--- config.mk ---
export PLATFORM = sky130hd
export DESIGN_NAME = hi_lo_unit
export DESIGN_NICKNAME = d
export VERILOG_FILES = /design/src/rtl/hi_lo_pkg.sv /design/src/rtl/hi_lo_unit_div_step.sv /design/src/rtl/hi_lo_unit.sv
export SDC_FILE = /design/constraint.sdc
export NUM_CORES = 1
export LEC_CHECK = 0
export ABC_AREA = 1
export CORE_MARGIN = 4
export CORE_UTILIZATION = 25
export DETAILED_ROUTE_END_ITERATION = 6
export PLACE_DENSITY = 0.39
export SLEW_MARGIN = 20
export SYNTH_ARGS = -nofsm -noshare
export SYNTH_HDL_FRONTEND = slang
export SYNTH_SLANG_ARGS = --single-unit
--- constraint.sdc ---
create_clock -name Clk -period 4.6 [get_ports Clk]
set_input_delay 0.69 -clock Clk [delete_from_list [all_inputs] [get_ports Clk]]
set_output_delay 0.69 -clock Clk [all_outputs]
set_load 0.1 [all_outputs]
--- src/rtl/hi_lo_pkg.sv ---
// rtl/hi_lo_pkg.sv - op encodings, FSM states and iteration default for hi_lo_unit
package hi_lo_pkg;

    localparam int ITER_DEFAULT = 32;

    typedef enum logic [2:0] {
        OP_MULT  = 3'd0,
        OP_MULTU = 3'd1,
        OP_DIV   = 3'd2,
        OP_DIVU  = 3'd3,
        OP_MADD  = 3'd4,
        OP_MSUB  = 3'd5,
        OP_MTHI  = 3'd6,
        OP_MTLO  = 3'd7
    } op_e;

    typedef enum logic [1:0] {
        IDLE,
        RUN,
        FIX,
        DONE
    } state_e;

    function automatic logic isSignedOp(input logic [2:0] op);
        return op inside {OP_MULT, OP_DIV, OP_MADD, OP_MSUB};
    endfunction

endpackage

--- src/rtl/hi_lo_unit_div_step.sv ---
// rtl/hi_lo_unit_div_step.sv - one restoring-division step: shift in a dividend bit, conditionally subtract
module div_step (
    input  logic [31:0] remIn,
    input  logic [31:0] quoIn,
    input  logic [31:0] divisor,
    output logic [31:0] remOut,
    output logic [31:0] quoOut
);
    logic [32:0] shifted;
    logic [32:0] diff;

    // remIn < divisor always holds, so bit 32 of diff is a clean borrow flag
    assign shifted = {remIn, quoIn[31]};
    assign diff    = shifted - {1'b0, divisor};
    assign remOut  = diff[32] ? shifted[31:0] : diff[31:0];
    assign quoOut  = {quoIn[30:0], ~diff[32]};

endmodule

--- src/rtl/hi_lo_unit.sv ---
// rtl/hi_lo_unit.sv - iterative HI/LO multiply/divide unit; divide datapath enabled by macro HI_LO_DIV_EN
module hi_lo_unit
    import hi_lo_pkg::*;
#(
    parameter int ITER = ITER_DEFAULT
) (
    input  logic        Clk,
    input  logic        Rst,
    input  logic        Start,
    input  logic [2:0]  Op,
    input  logic [31:0] A,
    input  logic [31:0] B,
    output logic        Busy,
    output logic        Done,
    output logic        DivByZero,
    output logic [31:0] ReadDataHi,
    output logic [31:0] ReadDataLo
);
    localparam int CNT_W = $clog2(ITER + 1);
    localparam logic [CNT_W-1:0] LAST_CNT = CNT_W'(ITER - 1);

    state_e           state, stateNext;
    logic [CNT_W-1:0] cnt;
    logic [2:0]       opReg;
    logic [63:0]      work, stepNext, prodSigned, hiLoSum;
    logic [31:0]      opnd, hiReg, loReg, magA, magB;
    logic [32:0]      mulUpper;
    logic             negProd, divZero, opSigned, opIsDiv;

    assign opSigned   = isSignedOp(Op);
    assign opIsDiv    = (Op == OP_DIV) || (Op == OP_DIVU);
    assign magA       = (opSigned && A[31]) ? -A : A;
    assign magB       = (opSigned && B[31]) ? -B : B;
    assign ReadDataHi = hiReg;
    assign ReadDataLo = loReg;
    assign hiLoSum    = {hiReg, loReg};
    assign prodSigned = negProd ? -work : work;

    // work = {partial product, remaining multiplier bits}; carry lands in bit 63 after the shift
    assign mulUpper = {1'b0, work[63:32]} + (work[0] ? {1'b0, opnd} : 33'd0);

`ifdef HI_LO_DIV_EN
    logic        negRem, opRegIsDiv;
    logic [31:0] divRem, divQuo;

    assign opRegIsDiv = (opReg == OP_DIV) || (opReg == OP_DIVU);

    div_step uDivStep (
        .remIn  (work[63:32]),
        .quoIn  (work[31:0]),
        .divisor(opnd),
        .remOut (divRem),
        .quoOut (divQuo)
    );

    assign stepNext = opRegIsDiv ? {divRem, divQuo} : {mulUpper, work[31:1]};
`else
    assign stepNext = {mulUpper, work[31:1]};
`endif

    always_ff @(posedge Clk or negedge Rst) begin
        if (!Rst) state <= IDLE;
        else      state <= stateNext;
    end

    always_comb begin
        stateNext = state;
        Busy      = 1'b0;
        Done      = 1'b0;
        DivByZero = 1'b0;
        case (state)
            IDLE: if (Start && !(Op inside {OP_MTHI, OP_MTLO})) begin
`ifdef HI_LO_DIV_EN
                stateNext = (opIsDiv && B == '0) ? DONE : RUN;
`else
                stateNext = opIsDiv ? DONE : RUN;
`endif
            end
            RUN: begin
                Busy = 1'b1;
                if (cnt == LAST_CNT) stateNext = FIX;
            end
            FIX: begin
                Busy      = 1'b1;
                stateNext = DONE;
            end
            DONE: begin
                Done      = 1'b1;
                DivByZero = divZero;
                stateNext = IDLE;
            end
            default: stateNext = IDLE;
        endcase
    end

    always_ff @(posedge Clk or negedge Rst) begin
        if (!Rst) begin
            cnt     <= '0;
            opReg   <= '0;
            work    <= '0;
            opnd    <= '0;
            negProd <= 1'b0;
            divZero <= 1'b0;
            hiReg   <= '0;
            loReg   <= '0;
`ifdef HI_LO_DIV_EN
            negRem  <= 1'b0;
`endif
        end else begin
            case (state)
                IDLE: if (Start) begin
                    opReg   <= Op;
                    cnt     <= '0;
                    negProd <= opSigned & (A[31] ^ B[31]);
                    divZero <= 1'b0;
                    case (Op)
                        OP_MTHI: hiReg <= A;
                        OP_MTLO: loReg <= A;
                        OP_DIV, OP_DIVU: begin
`ifdef HI_LO_DIV_EN
                            work    <= {32'd0, magA};
                            opnd    <= magB;
                            negRem  <= opSigned & A[31];
                            divZero <= (B == '0);
`endif
                        end
                        default: begin
                            work <= {32'd0, magB};
                            opnd <= magA;
                        end
                    endcase
                end
                RUN: begin
                    work <= stepNext;
                    cnt  <= cnt + CNT_W'(1);
                end
                FIX: case (opReg)
                    OP_MULT, OP_MULTU: {hiReg, loReg} <= prodSigned;
                    OP_MADD:           {hiReg, loReg} <= hiLoSum + prodSigned;
                    OP_MSUB:           {hiReg, loReg} <= hiLoSum - prodSigned;
`ifdef HI_LO_DIV_EN
                    OP_DIV, OP_DIVU: begin
                        loReg <= negProd ? -work[31:0] : work[31:0];
                        hiReg <= negRem ? -work[63:32] : work[63:32];
                    end
`endif
                    default: ;
                endcase
                default: ;
            endcase
        end
    end

endmodule

==> results.md, run 1 <==
- Outcome: completed
- Fraction of layout cells with a size suffix above 1: 7.187%
- Die Width: 324.3 um
- DRC Markers: 0
- DRT Wirelength: 136.1 mm
- Post-DR wirelength/cell: 22.93 um
- Syn Area/Cell: 5.631 sq um
- Seq. cell area: 4305 sq um
- Finished Layout Cells: 5935
- Yosys warning total: 0
- Least-Margin Pin Slew: 1215 ps
- Post-synth top area share: 18.42%
- Period utilisation layout: 94.55%
- CTS Hold Bufs: 0
- H-Tree Depth: 4
- Sequential cell area fraction in the yosys report: 17.21%
- Setup tns final: 0 ps
- Mapped Cells: 4441
- Setup repair after global routing missed its margin: true
- Number of enable flip-flop cells after synthesis: 0
- 1st-iter DRT viols: 2781
- Worst Setup End Kind: register
- Final setup viols: 0
- Max-cap violations: 0
- DRT antenna net count: 0
- Clk_skew: 18.89 ps
- Reg2reg setup slack: 250 ps
- Clock root buffer: clkbuf_16
- Worst path required time: 5010 ps
- Final slew viol count: 0
- Final Hold Fails: 0
- Fillers: 11330
- Worst skew pair latency: 530 ps
- Vias per Instance: 4.936
- Die Area: 105100 sq um
- Port-buffer cells: 135
- GRT overflow: 0
- Worst Path Arrival: 4760 ps
- Library cells used by synthesis: 65
- Slew headroom: 18.72%
- Placed instance area: 28670 sq um
- Synth Cell Area: 25010 sq um
- Synth area leader: nand2_1
- Largest net degree at the start of global routing: 82
- Flops & latches, synth: 172
- Top cells by area, synth: nand2_1, dfrtp_1, inv_1
- Max clock buf depth: 2
- GPL Wtd Cong: 0.9677
- Number of global-route vias before repair: 28850
- Design area: 29370 sq um
- RR Startpoint: work[26]
- Crit path kind: reg2reg
- Placed instance count: 5903
- FFs w/ async S/R, synth: 100.0%
- Sink Count: 172
- I/O pins: 137
- Num CTS Buffers: 17
- Reg-to-reg endpoint: ReadDataHi[13]
- Die height: 324.3 um
- Worst Hold Class: in2async
- First-pass GRT wire length: 194.7 mm
- HPWL Detailed: 114.8 mm
- Startpoint types: register
- Area of the core: 98850 sq um
- FP Rows: 115
- Commonest cells in the netlist: nand2_1, inv_1, nor2_1
- Initial antenna violation count: 0
- Most frequent cell after synthesis: nand2_1
- Total number of vias: 29300
- Syn nets: 4694
- Final Net Count: 4888
- Setup repair bufs after CTS: 0
- Clock-pin transition on the worst setup and hold timing paths: 80 ps
- CTS tree: built
- Area occupied by multi-input gates: 17490 sq um
- Reg2Reg Depth: 23
- FMAX: 229.9 MHz
- Initial Util: 25.30%
- Synth-to-Final Area Change: 17.46%
- Prevailing post-synth register cell: dfrtp_1
- DR pass1 iterations: 7
- Crit path time final: 4349 ps
- Gr usage total: 25.63%
- CP Max Fanout: 5
[layout make-up]
cell class	instances	area share, %
inverters	745	9.538
repair buffers	297	8.882
well taps	1287	5.482
diodes	1	0.008520
clock buffers	21	1.534
flip-flops and latches	172	14.66
clock inverters	10	0.3621
multi-input cells	3402	59.54
[timing repair]
item,in CTS,in global routing
hold endpoints to repair,0,0
gates resized for setup,0,43
setup endpoints to repair,0,23
[registers in the layout (all words and copies together), names as in the netlist]
| register | count |
|---|---|
| ReadDataHi | 32 |
| ReadDataLo | 32 |
| cnt | 6 |
| negProd | 1 |
| opReg | 3 |
| opnd | 32 |
| state | 2 |
| work | 64 |
[cells in the final DEF, fill, tap and decap left out, types with 17 or more instances in the layout]
cell and count:
o211ai_1 43, nand4_1 32, nor2_2 23, o21ai_1 19, nand2_1 1223, a21oi_1 323
nand2_2 20, xor2_1 85, nor2_1 562, clkdlybuf4s50_1 134, o21bai_1 35, dfrtp_1 171
o21ai_0 288, nor3_1 49, nand3_1 345, buf_4 159, ha_1 170, inv_1 726
clkbuf_16 17
[worst max-delay path, cell delays in order, from the launching register on]
cell,delay [ps]
dfrtp_1,480
nor2_1,210
nand3_1,170
nor2_1,260
nand2_1,150
nor3_1,200
buf_4,140
xor2_1,150
nand2_1,90
o21ai_0,150
inv_1,120
ha_1,300
o21ai_0,680
a21oi_2,110
a21boi_0,170
buf_4,160
nand2_1,110
inv_1,60
nand2_1,60
nand2_1,50
nand3_1,80
nand3_2,160
nand2_1,110
a21oi_1,60
[logic make-up after synthesis]
kind of cell               share of synthesized area, %
buffers and inverters                             13.65
DFF                                               17.21
adders and majority gates                         9.247
other                                           0.01500
AOI/OAI and AO/OA                                 17.50
and+or+nand+nor                                   38.85
xor gates and xnor gates                          3.523
[per-layer routing]
layer	GRT usage (%)	vias up	part of all wire [%]
met5	0	-	0
met4	8.132	0	3.6
met3	3.553	173	6.2
met2	41.68	959	44
met1	35.13	13630	46
li1	-	14540	-
[through the flow]
stage          setup slack [ps]  utilization [%]  hold WS, ps
6_report                  250.6            29.71        219.9
5_1_grt                   2.369            29.71        291.5
4_1_cts                   117.1            29.57        269.5
3_5_place_dp              128.0            29.00        472.1
3_3_place_gp              83.74            29.00        469.8
2_1_floorplan              1260                -        394.4
[worst max-delay path by stage]
stage / startpoint / end / slack (ps) / depth (start not counted)
after floorplan: work[0] / ReadDataHi[19] / 1260 / 25
after global placement: work[4] / ReadDataHi[29] / 80 / 25
after detailed placement: work[4] / ReadDataHi[29] / 130 / 25
after CTS: work[4] / ReadDataHi[19] / 120 / 23
after global routing: work[1] / ReadDataHi[29] / 2 / 26
final: work[26] / ReadDataHi[13] / 250 / 23
Power of run 1 is left out: the tool's default activity adds up to more than one toggle a clock period on the data nets, which glitch-free logic cannot reach.
==> run 2, diff against run 1 <==
CTS_CLUSTER_SIZE = 20   (was unset)
==> results of run 2 <==
The final DEF is identical to that of run 1; final timing and power are the same.
Power of run 2 is left out for the same reason.
